[src/rtl/ps2_kbd_pkg.sv]
// rtl/ps2_kbd_pkg.sv - PS/2 keyboard controller shared constants, types and state helpers
package ps2_kbd_pkg;

    localparam logic [7:0] CMD_RESET    = 8'hFF;
    localparam logic [7:0] CMD_SET_LED  = 8'hED;
    localparam logic [7:0] RSP_ACK      = 8'hFA;
    localparam logic [7:0] RSP_RESEND   = 8'hFE;
    localparam logic [7:0] RSP_BAT_OK   = 8'hAA;
    localparam logic [7:0] RSP_BAT_FAIL = 8'hFC;
    localparam logic [7:0] PFX_EXT      = 8'hE0;
    localparam logic [7:0] PFX_REL      = 8'hF0;

    typedef enum logic [2:0] {
        ST_RST_SEND = 3'd0,
        ST_RST_ACK  = 3'd1,
        ST_RST_BAT  = 3'd2,
        ST_IDLE     = 3'd3,
        ST_LED_CMD  = 3'd4,
        ST_LED_ACK1 = 3'd5,
        ST_LED_ARG  = 3'd6,
        ST_LED_ACK2 = 3'd7
    } state_e;

    typedef struct packed {
        logic       ext;
        logic       rel;
        logic [7:0] code;
    } key_event_t;

    function automatic logic is_tx_state(input state_e s);
        return (s == ST_RST_SEND) || (s == ST_LED_CMD) || (s == ST_LED_ARG);
    endfunction

    function automatic logic is_led_state(input state_e s);
        return (s == ST_LED_CMD) || (s == ST_LED_ACK1) || (s == ST_LED_ARG) || (s == ST_LED_ACK2);
    endfunction

    // Transmit state -> the state that waits for its acknowledge.
    function automatic state_e ack_of(input state_e s);
        case (s)
            ST_RST_SEND: return ST_RST_ACK;
            ST_LED_CMD:  return ST_LED_ACK1;
            ST_LED_ARG:  return ST_LED_ACK2;
            default:     return s;
        endcase
    endfunction

    // Acknowledge state -> the transmit state that resends its byte.
    function automatic state_e send_of(input state_e s);
        case (s)
            ST_RST_ACK:  return ST_RST_SEND;
            ST_LED_ACK1: return ST_LED_CMD;
            ST_LED_ACK2: return ST_LED_ARG;
            default:     return s;
        endcase
    endfunction

endpackage

[src/rtl/ps2_scan_decoder.sv]
// rtl/ps2_scan_decoder.sv - scancode prefix tracking and one-cycle key event register
module ps2_scan_decoder
    import ps2_kbd_pkg::*;
(
    input  logic       clk,
    input  logic       rst_n,
    input  logic       en,
    input  logic       clr,
    input  logic       rx_done_tick,
    input  logic [7:0] rx_data,
    output logic       key_valid,
    output key_event_t key_ev,
    output logic       overrun
);

    logic       ext_q, ext_d;
    logic       rel_q, rel_d;
    logic       valid_q, valid_d;
    key_event_t ev_q, ev_d;

    always_comb begin
        ext_d   = ext_q;
        rel_d   = rel_q;
        valid_d = 1'b0;
        ev_d    = ev_q;
        overrun = 1'b0;
        if (en && rx_done_tick) begin
            case (rx_data)
                PFX_EXT: ext_d = 1'b1;
                PFX_REL: rel_d = 1'b1;
                8'h00, 8'hFF: begin
                    overrun = 1'b1;
                    ext_d   = 1'b0;
                    rel_d   = 1'b0;
                end
                default: begin
                    valid_d = 1'b1;
                    ev_d    = '{ext: ext_q, rel: rel_q, code: rx_data};
                    ext_d   = 1'b0;
                    rel_d   = 1'b0;
                end
            endcase
        end
        // A byte decoded in the same cycle still emits; only the prefixes are dropped.
        if (clr) begin
            ext_d = 1'b0;
            rel_d = 1'b0;
        end
    end

    always_ff @(posedge clk or negedge rst_n) begin
        if (!rst_n) begin
            ext_q   <= 1'b0;
            rel_q   <= 1'b0;
            valid_q <= 1'b0;
            ev_q    <= '0;
        end else begin
            ext_q   <= ext_d;
            rel_q   <= rel_d;
            valid_q <= valid_d;
            ev_q    <= ev_d;
        end
    end

    assign key_valid = valid_q;
    assign key_ev    = ev_q;

endmodule

[src/rtl/ps2_kbd_ctrl.sv]
// rtl/ps2_kbd_ctrl.sv - PS/2 keyboard host controller: init, scancode decode, LED update with retry
module ps2_kbd_ctrl
    import ps2_kbd_pkg::*;
#(
    parameter int ACK_TIMEOUT = 1_000_000,
    parameter int BAT_TIMEOUT = 50_000_000,
    parameter int MAX_RETRY   = 3
) (
    input  logic       clk,
    input  logic       rst_n,
    input  logic       rx_done_tick,
    input  logic [7:0] rx_data,
    output logic       rx_en,
    output logic       tx_start,
    output logic [7:0] tx_data,
    input  logic       tx_done_tick,
    input  logic       led_req,
    input  logic [2:0] led_val,
    output logic       led_busy,
    output logic       key_valid,
    output logic [7:0] key_code,
    output logic       key_ext,
    output logic       key_rel,
    output logic       init_done,
    output logic       err
);

    localparam int TMAX = (ACK_TIMEOUT > BAT_TIMEOUT) ? ACK_TIMEOUT : BAT_TIMEOUT;
    localparam int TW   = $clog2(TMAX + 1);
    localparam int RW   = (MAX_RETRY > 0) ? $clog2(MAX_RETRY + 1) : 1;

    state_e          state_q, state_d;
    logic            tx_sent_q, tx_sent_d;
    logic            tx_start_q, tx_start_d;
    logic [7:0]      tx_data_q, tx_data_d;
    logic            rx_en_q, rx_en_d;
    logic [RW-1:0]   retry_q, retry_d;
    logic [TW-1:0]   timer_q, timer_d;
    logic            err_q, err_d;
    logic            init_done_q, init_done_d;
    logic            led_pend_q, led_pend_d;
    logic [2:0]      pend_val_q, pend_val_d;
    logic [2:0]      arg_q, arg_d;
    logic            led_busy_q, led_busy_d;

    logic            rx_hit;
    logic            fail;
    logic [7:0]      send_byte;
    logic            ack_tmo;
    logic            dec_overrun;
    logic            dec_valid;
    key_event_t      dec_ev;

    assign rx_hit  = rx_done_tick && rx_en_q;
    assign ack_tmo = (timer_q >= TW'(ACK_TIMEOUT));

    always_comb begin
        state_d     = state_q;
        tx_sent_d   = tx_sent_q;
        tx_start_d  = 1'b0;
        tx_data_d   = tx_data_q;
        retry_d     = retry_q;
        err_d       = err_q | dec_overrun;
        init_done_d = init_done_q;
        pend_val_d  = led_req ? led_val : pend_val_q;
        led_pend_d  = led_pend_q | led_req;
        arg_d       = arg_q;
        fail        = 1'b0;
        send_byte   = 8'h00;

        case (state_q)
            ST_RST_SEND, ST_LED_CMD, ST_LED_ARG: begin
                if (state_q == ST_RST_SEND)     send_byte = CMD_RESET;
                else if (state_q == ST_LED_CMD) send_byte = CMD_SET_LED;
                else                            send_byte = {5'b0, arg_q};
                if (!tx_sent_q) begin
                    tx_start_d = 1'b1;
                    tx_data_d  = send_byte;
                    tx_sent_d  = 1'b1;
                    // The LED value is committed when ED first goes out; later requests queue up.
                    if (state_q == ST_LED_CMD && retry_q == '0) begin
                        arg_d      = pend_val_d;
                        led_pend_d = 1'b0;
                    end
                end else if (tx_done_tick) begin
                    state_d = ack_of(state_q);
                end else if (ack_tmo) begin
                    fail = 1'b1;
                end
            end
            ST_RST_ACK, ST_LED_ACK1, ST_LED_ACK2: begin
                if (rx_hit && rx_data == RSP_ACK) begin
                    retry_d = '0;
                    if (state_q == ST_RST_ACK)       state_d = ST_RST_BAT;
                    else if (state_q == ST_LED_ACK1) state_d = ST_LED_ARG;
                    else                             state_d = ST_IDLE;
                end else if ((rx_hit && rx_data == RSP_RESEND) || ack_tmo) begin
                    fail = 1'b1;
                end
            end
            ST_RST_BAT: begin
                if (rx_hit && rx_data == RSP_BAT_OK) begin
                    init_done_d = 1'b1;
                    state_d     = ST_IDLE;
                end else if ((rx_hit && rx_data == RSP_BAT_FAIL) || timer_q >= TW'(BAT_TIMEOUT)) begin
                    err_d   = 1'b1;
                    state_d = ST_IDLE;
                end
            end
            ST_IDLE: begin
                if (led_pend_q) state_d = ST_LED_CMD;
            end
            default: state_d = ST_IDLE;
        endcase

        if (fail) begin
            tx_sent_d = 1'b0;
            if (retry_q == RW'(MAX_RETRY)) begin
                err_d   = 1'b1;
                state_d = ST_IDLE;
            end else begin
                retry_d = retry_q + RW'(1);
                state_d = send_of(state_q);
            end
        end
        if (state_d != state_q) tx_sent_d = 1'b0;
        if (state_d == ST_IDLE) retry_d = '0;
    end

    // The ACK window is measured from tx_start, so the send->ack hop keeps the timer running.
    always_comb begin
        if (tx_start_d || state_q == ST_IDLE) begin
            timer_d = '0;
        end else if (state_d != state_q &&
                     !(is_tx_state(state_q) && state_d == ack_of(state_q))) begin
            timer_d = '0;
        end else if (timer_q != '1) begin
            timer_d = timer_q + TW'(1);
        end else begin
            timer_d = timer_q;
        end
    end

    always_comb begin
        if (tx_start_d) begin
            rx_en_d = 1'b0;
        end else if (tx_done_tick || !is_tx_state(state_d)) begin
            rx_en_d = 1'b1;
        end else begin
            rx_en_d = rx_en_q;
        end
        led_busy_d = led_pend_d | is_led_state(state_d);
    end

    always_ff @(posedge clk or negedge rst_n) begin
        if (!rst_n) begin
            state_q     <= ST_RST_SEND;
            tx_sent_q   <= 1'b0;
            tx_start_q  <= 1'b0;
            tx_data_q   <= 8'h00;
            rx_en_q     <= 1'b1;
            retry_q     <= '0;
            timer_q     <= '0;
            err_q       <= 1'b0;
            init_done_q <= 1'b0;
            led_pend_q  <= 1'b0;
            pend_val_q  <= 3'b000;
            arg_q       <= 3'b000;
            led_busy_q  <= 1'b0;
        end else begin
            state_q     <= state_d;
            tx_sent_q   <= tx_sent_d;
            tx_start_q  <= tx_start_d;
            tx_data_q   <= tx_data_d;
            rx_en_q     <= rx_en_d;
            retry_q     <= retry_d;
            timer_q     <= timer_d;
            err_q       <= err_d;
            init_done_q <= init_done_d;
            led_pend_q  <= led_pend_d;
            pend_val_q  <= pend_val_d;
            arg_q       <= arg_d;
            led_busy_q  <= led_busy_d;
        end
    end

    ps2_scan_decoder u_dec (
        .clk          (clk),
        .rst_n        (rst_n),
        .en           (state_q == ST_IDLE),
        .clr          (is_tx_state(state_d) && state_d != state_q),
        .rx_done_tick (rx_hit),
        .rx_data      (rx_data),
        .key_valid    (dec_valid),
        .key_ev       (dec_ev),
        .overrun      (dec_overrun)
    );

    assign rx_en     = rx_en_q;
    assign tx_start  = tx_start_q;
    assign tx_data   = tx_data_q;
    assign led_busy  = led_busy_q;
    assign key_valid = dec_valid;
    assign key_code  = dec_ev.code;
    assign key_ext   = dec_ev.ext;
    assign key_rel   = dec_ev.rel;
    assign init_done = init_done_q;
    assign err       = err_q;

endmodule
[config.mk]
export PLATFORM = sky130hd
export DESIGN_NAME = ps2_kbd_ctrl
export DESIGN_NICKNAME = d
export VERILOG_FILES = /design/src/rtl/ps2_kbd_pkg.sv /design/src/rtl/ps2_scan_decoder.sv /design/src/rtl/ps2_kbd_ctrl.sv
export SDC_FILE = /design/constraint.sdc
export NUM_CORES = 1
export LEC_CHECK = 0
export CORE_MARGIN = 1
export CORE_UTILIZATION = 50
export CTS_CLUSTER_SIZE = 8
export DETAILED_ROUTE_END_ITERATION = 10
export GPL_TIMING_DRIVEN = 0
export PLACE_DENSITY = 0.76
export SKIP_LAST_GASP = 1
export SYNTH_ARGS = -nofsm -noshare
export SYNTH_HDL_FRONTEND = slang
export SYNTH_SLANG_ARGS = --single-unit
export TNS_END_PERCENT = 1
[constraint.sdc]
create_clock -name clk -period 2.3 [get_ports clk]
set_input_delay 0.46 -clock clk [delete_from_list [all_inputs] [get_ports clk]]
set_output_delay 0.46 -clock clk [all_outputs]
set_load 0.1 [all_outputs]
## Word level (Yosys, flattened, before mapping)

Cells that the tools add are included.

- Bits in registers: 65
- Input bits: 16
- Output and inout bits: 24

- Bitwise operators: 5
- $add $sub $neg: 2
- $lt $le $gt $ge: 2
- Reduce and logical (&&, ||, !) cells: 41
- Equal/unequal tests: 25
- Muxes and demuxes: 56

Operator list:

| cell | count |
|---|---|
| 2-to-1 mux 26 bit | 3 |
| == test 8 bit (second input constant) | 7 |
| 2-to-1 mux 3 bit | 12 |
| 2-to-1 mux 1 bit | 28 |
| adder 26 x 1 -> 26 bit (second input constant) | 1 |
| greater-or-equal comparator 26 x 20 -> 1 bit (second input constant) | 1 |
| greater-or-equal comparator 26 bit (second input constant) | 1 |
| != test 26 bit (second input constant) | 1 |
| == test 3 bit (second input constant) | 8 |
| one-hot mux 3 bit (3 select lines) | 2 |
| 2-to-1 mux 8 bit | 2 |
| one-hot mux 3 bit (4 select lines) | 1 |
| logical OR 1 bit | 11 |
| logical AND 1 bit | 10 |
| 2-to-1 mux 2 bit | 5 |
| AND reduction 2 bit | 5 |
| == test 3 x 2 -> 1 bit (second input constant) | 3 |
| zero test 8 bit | 1 |
| zero test 3 bit | 2 |
| one-hot mux 1 bit (2 select lines) | 3 |
| nonzero test 3 bit | 2 |
| OR reduction 3 bit | 2 |
| != test 2 x 1 -> 1 bit (second input constant) | 2 |
| nonzero test 2 bit | 2 |
| 12 further kinds | 16 |

## Longest topological paths before layout

Gate-level depths: netlist (run 1).

- Word-level depth: 14
- Depth in mapped cells: 9

## Hierarchy

Synthesis (run 1) repeated with hierarchy kept, for this count alone.

- Cell total of the unflattened synthesis: 325
- Area total of the unflattened synthesis: 3,592.2 µm²

By module, submodules not included:

| module | sequential area each (µm²) | times used | cells an instance | area an instance (µm²) |
|---|---|---|---|---|
| ps2_kbd_ctrl | 1,227.4 | 1 | 283 | 3,015.4 |
| ps2_scan_decoder | 325.3 | 1 | 42 | 576.8 |

## Worst setup path after synthesis (run 1)

Ideal clock, no wire load.

- Kind: register -> register
- Start: register rx_en_q (netlist: rx_en)
- End: register timer_q[25]
- Slack: -0.397 ns
- Required time: 2.180 ns
- Data arrival time: 2.577 ns
- Cell stages (with the launch flop): 9
- Buffers on the path: 1
- Path through: dfstp_2 -> nand3_1 -> or4b_1 -> o22ai_1 -> o21a_1 -> nor3_1 -> o21ai_2 -> buf_6 -> nor2_1

- Cells in the longest elaborated chain, start to end: 13
- Elaborated cells between the ends (all ways): 23
- Classes of those cells: 2 x eq/ne; 10 x mux; 11 x reduce/logical

RTL lines:

| item | RTL line | text |
|---|---|---|
| start: declaration | ps2_kbd_ctrl.sv:36 | `logic rx_en_q, rx_en_d;` |
| start signal: assignment | ps2_kbd_ctrl.sv:175 | `rx_en_q <= rx_en_d;` |
| logical AND 1 bit (*) | ps2_kbd_ctrl.sv:54 | `assign rx_hit = rx_done_tick && rx_en_q;` |
| logical AND 1 bit (on tied branches) | ps2_kbd_ctrl.sv:105, ps2_kbd_ctrl.sv:97 |  |
| logical OR 1 bit (on tied branches) | ps2_kbd_ctrl.sv:105, ps2_kbd_ctrl.sv:97 |  |
| 2-to-1 mux 3 bit / 2-to-1 mux 1 bit (equally long branches) | ps2_kbd_ctrl.sv:105, ps2_kbd_ctrl.sv:97 |  |
| 2-to-1 mux 3 bit / 2-to-1 mux 1 bit (equally long branches) | ps2_kbd_ctrl.sv:102, ps2_kbd_ctrl.sv:92 |  |
| one-hot mux 3 bit (4 select lines) / one-hot mux 1 bit (2 select lines) (equally long branches) | ps2_kbd_ctrl.sv:71 | `case (state_q)` |
| 2-to-1 mux 3 bit (*) | ps2_kbd_ctrl.sv:116 | `if (fail) begin` |
| == test 3 bit | ps2_kbd_ctrl.sv:135 | `!(is_tx_state(state_q) && state_d == ack_of(state_q))) begin` |
| logical AND 1 bit | ps2_kbd_ctrl.sv:135 |  |
| zero test 1 bit | ps2_kbd_ctrl.sv:135 |  |
| logical AND 1 bit (*) | ps2_kbd_ctrl.sv:134 | `end else if (state_d != state_q &&` |
| 2-to-1 mux 26 bit | ps2_kbd_ctrl.sv:134 |  |
| 2-to-1 mux 26 bit | ps2_kbd_ctrl.sv:132 | `if (tx_start_d \|\| state_q == ST_IDLE) begin` |
| end signal: assignment | ps2_kbd_ctrl.sv:177 | `timer_q <= timer_d;` |
| end: declaration | ps2_kbd_ctrl.sv:38 | `logic [TW-1:0] timer_q, timer_d;` |

Mark *: on every way between the ends. The rest lies on a longest branch, timed or not.
A chain may end at the register's enable or synchronous reset.

## Worst setup path in the final report (run 1)

- Start: input rx_data[0]
- End: register timer_q[25]

- Cells in the longest elaborated chain, start to end: 13
- Elaborated cells between the ends (all ways): 26
- Classes of those cells: 6 x eq/ne; 10 x mux; 10 x reduce/logical

RTL lines:

| item | RTL line | text |
|---|---|---|
| start: declaration | ps2_kbd_ctrl.sv:12 | `input logic [7:0] rx_data,` |
| == test 8 bit (on tied branches) | ps2_kbd_ctrl.sv:105, ps2_kbd_ctrl.sv:97 |  |
| logical AND 1 bit (on tied branches) | ps2_kbd_ctrl.sv:105, ps2_kbd_ctrl.sv:97 |  |
| logical OR 1 bit (on tied branches) | ps2_kbd_ctrl.sv:105, ps2_kbd_ctrl.sv:97 |  |
| 2-to-1 mux 3 bit / 2-to-1 mux 1 bit (equally long branches) | ps2_kbd_ctrl.sv:105, ps2_kbd_ctrl.sv:97 |  |
| 2-to-1 mux 3 bit / 2-to-1 mux 1 bit (equally long branches) | ps2_kbd_ctrl.sv:102, ps2_kbd_ctrl.sv:92 |  |
| one-hot mux 3 bit (4 select lines) / one-hot mux 1 bit (2 select lines) (equally long branches) | ps2_kbd_ctrl.sv:71 |  |
| 2-to-1 mux 3 bit (*) | ps2_kbd_ctrl.sv:116 |  |
| == test 3 bit | ps2_kbd_ctrl.sv:135 |  |
| logical AND 1 bit | ps2_kbd_ctrl.sv:135 |  |
| zero test 1 bit | ps2_kbd_ctrl.sv:135 |  |
| logical AND 1 bit (*) | ps2_kbd_ctrl.sv:134 |  |
| 2-to-1 mux 26 bit | ps2_kbd_ctrl.sv:134 |  |
| 2-to-1 mux 26 bit | ps2_kbd_ctrl.sv:132 |  |

Marked as above.

==> reports/metrics.cfg, run 1 <==
[clock_tree]
cts_max_level=3
cts_sinks=62
cts_buffers=9
cts_tree=done
root_buffer=clkbuf_8
clockBufferDepth=2
cts_hold_buf=0
clkLatencyLatePin_ps=340
clk_pin_slew_worst_paths_ps=70

[synth]
synth_area_um2=3150
synthTopCellsByArea=dfrtp_1 49%, nor2_1 6.0%, mux2_2 5.7%
yosys_warnings=0
syn_area_per_cell_um2=10.1
synth_top_area_share=0.485
synth_top_cell_by_area=dfrtp_1
synth_fp_nets=331
synth-async-reset-ratio=1.00
ys_ff_latch=62
synth_cell_types=58
synth_edf_count=0
syn_inst=311
ys_seq_area_frac=0.493
synth_top_flop_cell=dfrtp_1

[job]
cap_viol_max_count=0

[grt]
grt_overflow=0
grt_pass1_vias=2453
grt_max_degree=40
track_usage=0.229
grt_pass1_wl_mm=11.3
antenna_found_initial=0

[power]
cellPowerDensity_nw_per_um2=856
comb_power_share=0.329
sequentialPowerShare=0.389
clock_power_share=0.282
vdd_ir_drop_max_mv=1.03
p_leak_nw=1.77
swShare=0.387
p_int_mw=2.11
switching_power_mw=1.33

[place]
dp_cells=426
place_congestion=0.842
io_buffers=39
place_hpwl_mm=4.69
pre_cts_ws_ps=-915

[floorplanning]
rows=28
coreArea_um2=5990
start_util=0.525
io_pins=40
die_width_um=81.3
dieArea_um2=6610
die_h_um=81.3

[finish]
antennaDiodeCount=0
fill_cells=447
final_common_cell=dfrtp_1
final_cell_mix=59 x dfrtp_1, 50 x nor2_1, 34 x clkdlybuf4s50_1
final_core_util=0.670
finish.net_count=391
drive_gt1_frac=0.197
syn_to_final_growth_pct=27.6
final_cell_count_no_fill=451

[detailed_routing]
wl_mm=6.77
first_pass_iters=5
ant_nets=0
drt_iter0_markers=117
viasPerCell=5.65
drc=0
num_vias=2548
wire_per_inst_um=15.0

[sta]
fin_ws_ps=-241
worst_slew_pin_slew_ps=974
fmax_ghz=0.394
min_period_ps=2540
rsz0062_at_grt=yes
hold_viol_final=0
slew_headroom=0.348
finClkSkew_ps=7.36
report.final.slew_viol_count=0
setup_viol=47
period_share=1.10

[critical_path]
r2r_slack_ps=-210
rr_worst_depth=8
arrival_ps=2760
crit_fanout=10
rr_startpoint=timer_q[25]$_DFFE_PN0P_
worst_r2r_endpoint=timer_q[1]$_DFFE_PN0P_
cp.required_ps=2520
crit_path_start_kind=input pin
cp-end-kind=register
critPathKind=in2reg

[run_status]
status=complete, but fails checks
violations=setup timing

[hold_path]
hold_class=in2async

-- flip-flops by register name, summed over array words and instances (netlist names) --
| signal | flops |
|---|---|
| err | 1 |
| led_busy | 1 |
| tx_start | 1 |
| arg_q | 3 |
| u_dec.rel_q | 1 |
| u_dec.key_valid | 1 |
| init_done | 1 |
| state_q | 3 |
| rx_en | 1 |
| u_dec.ext_q | 1 |
| pend_val_q | 3 |
| led_pend_q | 1 |
| tx_sent_q | 1 |
| tx_data | 5 |
| retry_q | 2 |
| timer_q | 26 |
| u_dec.key_ev | 10 |
-- metal layers --
| metal | wire length, µm | GRT usage | vias to the layer above |
|---|---|---|---|
| met3 | 318 | 0.0483 | 20 |
| met4 | 170 | 0.113 | 0 |
| met1 | 3010 | 0.285 | 1214 |
| met2 | 3270 | 0.376 | 76 |
| li1 | - | - | 1238 |
| met5 | 0 | 0 | - |
-- area by class of cell --
type / instances / area (µm²) / share of cell area
Buffer: 8 / 57.6 / 0.0143
Clock buffer: 12 / 155 / 0.0386
Clock inverter: 4 / 45.0 / 0.0112
Inverter: 7 / 26.3 / 0.00654
Multi-Input combinational cell: 232 / 1590 / 0.397
Sequential cell: 62 / 1560 / 0.388
Tap cell: 75 / 93.8 / 0.0234
Timing Repair Buffer: 51 / 487 / 0.121
-- stage by stage --
step                hold WS (ps)  total power [mW]  setup TNS [ps]  area, µm²
floorplan                    164              2.18           -1780       3180
CTS                          126              3.46           -8510       3990
global route                 147              3.59          -11840       4020
global placement             462              2.43         -102600       3660
detailed placement           468              2.46          -31390       3680
finish                       112              3.44           -7090       4020
-- Yosys cell counts, drive strengths merged, types with 2 or more instances --
cell	n
dfrtp	61
nor2	50
nand2	21
nor3	17
mux2	16
xor2	14
a21oi	11
nand3	11
nand4	10
nor4	8
xnor2	8
inv	7
and3	6
buf	6
o21ai	5
and2	4
clkbuf	4
ha	4
nor2b	4
or3	4
and4	3
nand2b	3
o21a	3
a211o	2
a211oi	2
a41oi	2
o31ai	2
or2	2
-- power by group through the flow --
stage,Combinational (mW),Clock [mW],Sequential (mW)
after floorplan,0.511,0,1.67
after global placement,1.08,0,1.35
after detailed placement,1.10,0,1.36
after CTS,1.14,0.985,1.34
after global routing,1.20,1.03,1.36
final,1.13,0.969,1.34
-- cell families (layout without fill, tap and decap cells) --
group | count (synthesis) | count (layout) | synth area share
simple gates | 149 | 149 | 0.246
buf+inv | 17 | 82 | 0.0290
mux | 17 | 17 | 0.0604
fa+ha+maj | 4 | 4 | 0.0159
compound gates | 40 | 40 | 0.0938
flops | 62 | 62 | 0.493
xor+xnor | 22 | 22 | 0.0612
-- how the worst max path moves through the flow --
stage          slack (ps)               startpoint                      end
2_1_floorplan         -80        rx_en$_DFFE_PN1P_  timer_q[25]$_DFFE_PN0P_
3_3_place_gp        -1190                    rst_n   timer_q[4]$_DFFE_PN0P_
3_5_place_dp         -920               rx_data[1]  timer_q[19]$_DFFE_PN0P_
4_1_cts              -230  timer_q[25]$_DFFE_PN0P_   timer_q[1]$_DFFE_PN0P_
5_1_grt              -340  timer_q[25]$_DFFE_PN0P_  u_dec.rel_q$_DFFE_PN0P_
6_report             -240               rx_data[0]  timer_q[25]$_DFFE_PN0P_
-- worst max-delay path, stage by stage --
cell and delay, ps:
dlygate4sd2_1 300, or3b_4 440, or4b_4 560, o22ai_1 140, o21a_1 240, nor3_2 70
o21ai_4 290, buf_6 200, nor2_1 60
-- timing repair --
action / 4_1_cts / 5_1_grt
gates resized for setup: 16 / 3
buffers inserted: 10 / 1
gates cloned: 1 / 0
pin swaps: 12 / 3
endpoints found under the setup margin: 49 / 65
No activity file was read; power rests on OpenSTA's default activity.
==> inputs of run 2 (changes only) <==
CORE_UTILIZATION = 52   (was 50)
CTS_BUF_LIST = sky130_fd_sc_hd__clkbuf_8   (was not set)
PLACE_DENSITY = 0.79   (was 0.76)
==> reports/metrics.cfg, run 2 (same netlist as run 1, synthesis figures left out) <==
[run_status]
status=complete, but fails checks  ; unchanged
violations=setup timing  ; unchanged

[critical_path]
arrival_ps=2830  ; was 2760 ps
critPathKind=in2reg  ; unchanged
cp-end-kind=register  ; unchanged
worst_r2r_endpoint=timer_q[14]$_DFFE_PN0P_  ; was timer_q[1]$_DFFE_PN0P_
critPathSlowestCell=clkdlybuf4s50_1  ; was or4b_4
crit_fanout=10  ; unchanged
cp_cell_sequence=clkdlybuf4s50_1, nand4_1, nor3_1, nand3b_1, a41oi_1, nor3_1, o21ai_2, buf_12, buf_8, nor2_1  ; was dlygate4sd2_1, or3b_4, or4b_4, o22ai_1, o21a_1, nor3_2, o21ai_4, buf_6, nor2_1
slowest_delay_ps=580  ; was 560 ps
cp_common_cell=nor3_1
crit_buf_inv=3  ; was 2
rr_worst_depth=9  ; was 8
cp.required_ps=2530  ; was 2520 ps
crit_family=buffers and inverters  ; was simple AND/OR/NAND/NOR gates
rr_startpoint=timer_q[25]$_DFFE_PN0P_  ; unchanged
crit_path_start_kind=input pin  ; unchanged
r2r_slack_ps=-240  ; was -210 ps

[floorplanning]
dieArea_um2=6370  ; was 6610 µm²
rows=27  ; was 28
die_h_um=79.8  ; was 81.3 µm
start_util=0.554  ; was 0.525
coreArea_um2=5680  ; was 5990 µm²
die_width_um=79.8  ; was 81.3 µm
io_pins=40  ; unchanged

[place]
io_buffers=39  ; unchanged
pre_cts_ws_ps=-867  ; was -915 ps
dp_cells=423  ; was 426
placed_area_um2=3670  ; was 3680 µm²
place_congestion=0.907  ; was 0.842
place_hpwl_mm=4.82  ; was 4.69 mm

[detailed_routing]
ant_nets=0  ; unchanged
wire_per_inst_um=16.7  ; was 15.0 µm
drt_iter0_markers=224  ; was 117
num_vias=2705  ; was 2548
viasPerCell=5.96  ; was 5.65
wl_mm=7.57  ; was 6.77 mm
first_pass_iters=5  ; unchanged
drc=0  ; unchanged

[sta]
fmax_ghz=0.385  ; was 0.394 GHz
min_period_ps=2600  ; was 2540 ps
slew_headroom=0.340  ; was 0.348
report.final.slew_viol_count=0  ; unchanged
fin_ws_ps=-299  ; was -241 ps
finalHoldWorstSlack_ps=110  ; was 112 ps
rsz0062_at_grt=yes  ; unchanged
setup_viol=51  ; was 47
finClkSkew_ps=9.41  ; was 7.36 ps
hold_viol_final=0  ; unchanged
worst_slew_pin_slew_ps=986  ; was 974 ps
period_share=1.13  ; was 1.10

[grt]
antenna_found_initial=0  ; unchanged
use_met3=0.0674  ; was 0.0483
gr-max-usage-layer=met2  ; unchanged
grt_pass1_vias=2592  ; was 2453
met1_usage=0.323  ; was 0.285
grt_pass1_wl_mm=12.4  ; was 11.3 mm
grt_overflow=0  ; unchanged
grt_max_degree=37  ; was 40
gr-usage-met2=0.418  ; was 0.376
track_usage=0.260  ; was 0.229

[clock_tree]
cts_tree=done  ; unchanged
cts_max_level=3  ; unchanged
cts_sinks=62  ; unchanged
clkLatencyLatePin_ps=350  ; was 340 ps
cts_buffers=9  ; unchanged
cts_hold_buf=0  ; unchanged
clk_pin_slew_worst_paths_ps=80  ; was 70 ps
root_buffer=clkbuf_8  ; unchanged
clockBufferDepth=2  ; unchanged

[power]
p_leak_nw=1.84  ; was 1.77 nW
vdd_ir_drop_max_mv=1.00  ; was 1.03 mV
cellPowerDensity_nw_per_um2=906  ; was 856 nW/µm²

[finish]
final_cell_mix=59 x dfrtp_1, 40 x nor2_1, 34 x clkdlybuf4s50_1  ; was 59 x dfrtp_1, 50 x nor2_1, 34 x clkdlybuf4s50_1
finish.net_count=397  ; was 391
fin_area_um2=4170  ; was 4020 µm²
antennaDiodeCount=0  ; unchanged
syn_to_final_growth_pct=32.6  ; was 27.6%
largest_register=timer_q  ; unchanged
largest_reg_flops=26  ; unchanged
final_common_cell=dfrtp_1  ; unchanged
drive_gt1_frac=0.238  ; was 0.197
final_core_util=0.735  ; was 0.670
final_cell_count_no_fill=454  ; was 451

[hold_path]
hold_class=in2async  ; unchanged

[job]
cap_viol_max_count=0  ; unchanged

-- run 2: cell count changes in the layout (fill, tap and decap cells not counted), moves of 2 or more --
cell,previous run,this run
nor2_1,50,40
clkbuf_8,11,9
nor2_2,0,8
nor2_4,0,2
nor3_2,3,1
buf_8,0,2
buf_4,13,18
bufinv_16,1,4
buf_6,3,0
clkinv_2,3,0
nor3_1,14,16
-- run 2: worst max path at each step --
stage | cells past startpoint | endpoint | startpoint | slack, ps
6_report | 10 | timer_q[21]$_DFFE_PN0P_ | rx_data[4] | -300
5_1_grt | 10 | timer_q[17]$_DFFE_PN0P_ | rx_data[4] | -380
4_1_cts | 9 | timer_q[16]$_DFFE_PN0P_ | timer_q[25]$_DFFE_PN0P_ | -190
3_5_place_dp | 9 | timer_q[14]$_DFFE_PN0P_ | rx_data[1] | -870
3_3_place_gp | 1 | timer_q[5]$_DFFE_PN0P_ | rst_n | -1160
2_1_floorplan | 8 | timer_q[25]$_DFFE_PN0P_ | rx_en$_DFFE_PN1P_ | -80
-- run 2: final cells by class --
type | instances | area, µm²
Clock buffer | 9 | 124
Multi-Input combinational cell | 232 | 1600
Clock inverter | 7 | 145
Inverter | 7 | 26.3
Tap cell | 72 | 90.1
Timing Repair Buffer | 57 | 561
Fill cell | 383 | 1500
Sequential cell | 62 | 1560
Buffer | 8 | 65.1
-- run 2: repair_timing --
item | CTS | global route
endpoints found under the setup margin | 60 | 67
resized for setup | 29 | 1
pin swaps | 13 | 4
cloned | 1 | 0
setup buffers | 9 | 7
-- run 2: per-layer routing --
metal | share of wire | vias to the layer above
li1 | - | 1241
met1 | 0.41 | 1314
met2 | 0.50 | 124
met3 | 0.056 | 26
met4 | 0.031 | 0
met5 | 0 | -
-- run 2: per-stage QoR --
step           power [mW]  TNS, ps
3_3_place_gp         2.43  -100600
2_1_floorplan        2.18    -1780
6_report             3.78   -10590
5_1_grt              3.93   -15440
3_5_place_dp         2.46   -30780
4_1_cts              3.80    -7390
-- run 2: worst reg2reg max path, stage by stage (launching register included) --
cell	delay, ps
dfrtp_2	410
or4_1	510
a2111o_1	360
o21ai_2	260
a211oi_2	140
o31ai_2	280
o21ai_2	110
buf_12	170
buf_8	150
nor2_2	110
-- run 2: report_power, final --
group / internal, mW / total [mW] / switching [mW]
clock network: 0.835 / 1.30 / 0.465
logic: 0.333 / 1.14 / 0.811
registers: 1.22 / 1.34 / 0.119
total: 2.39 / 3.78 / 1.40
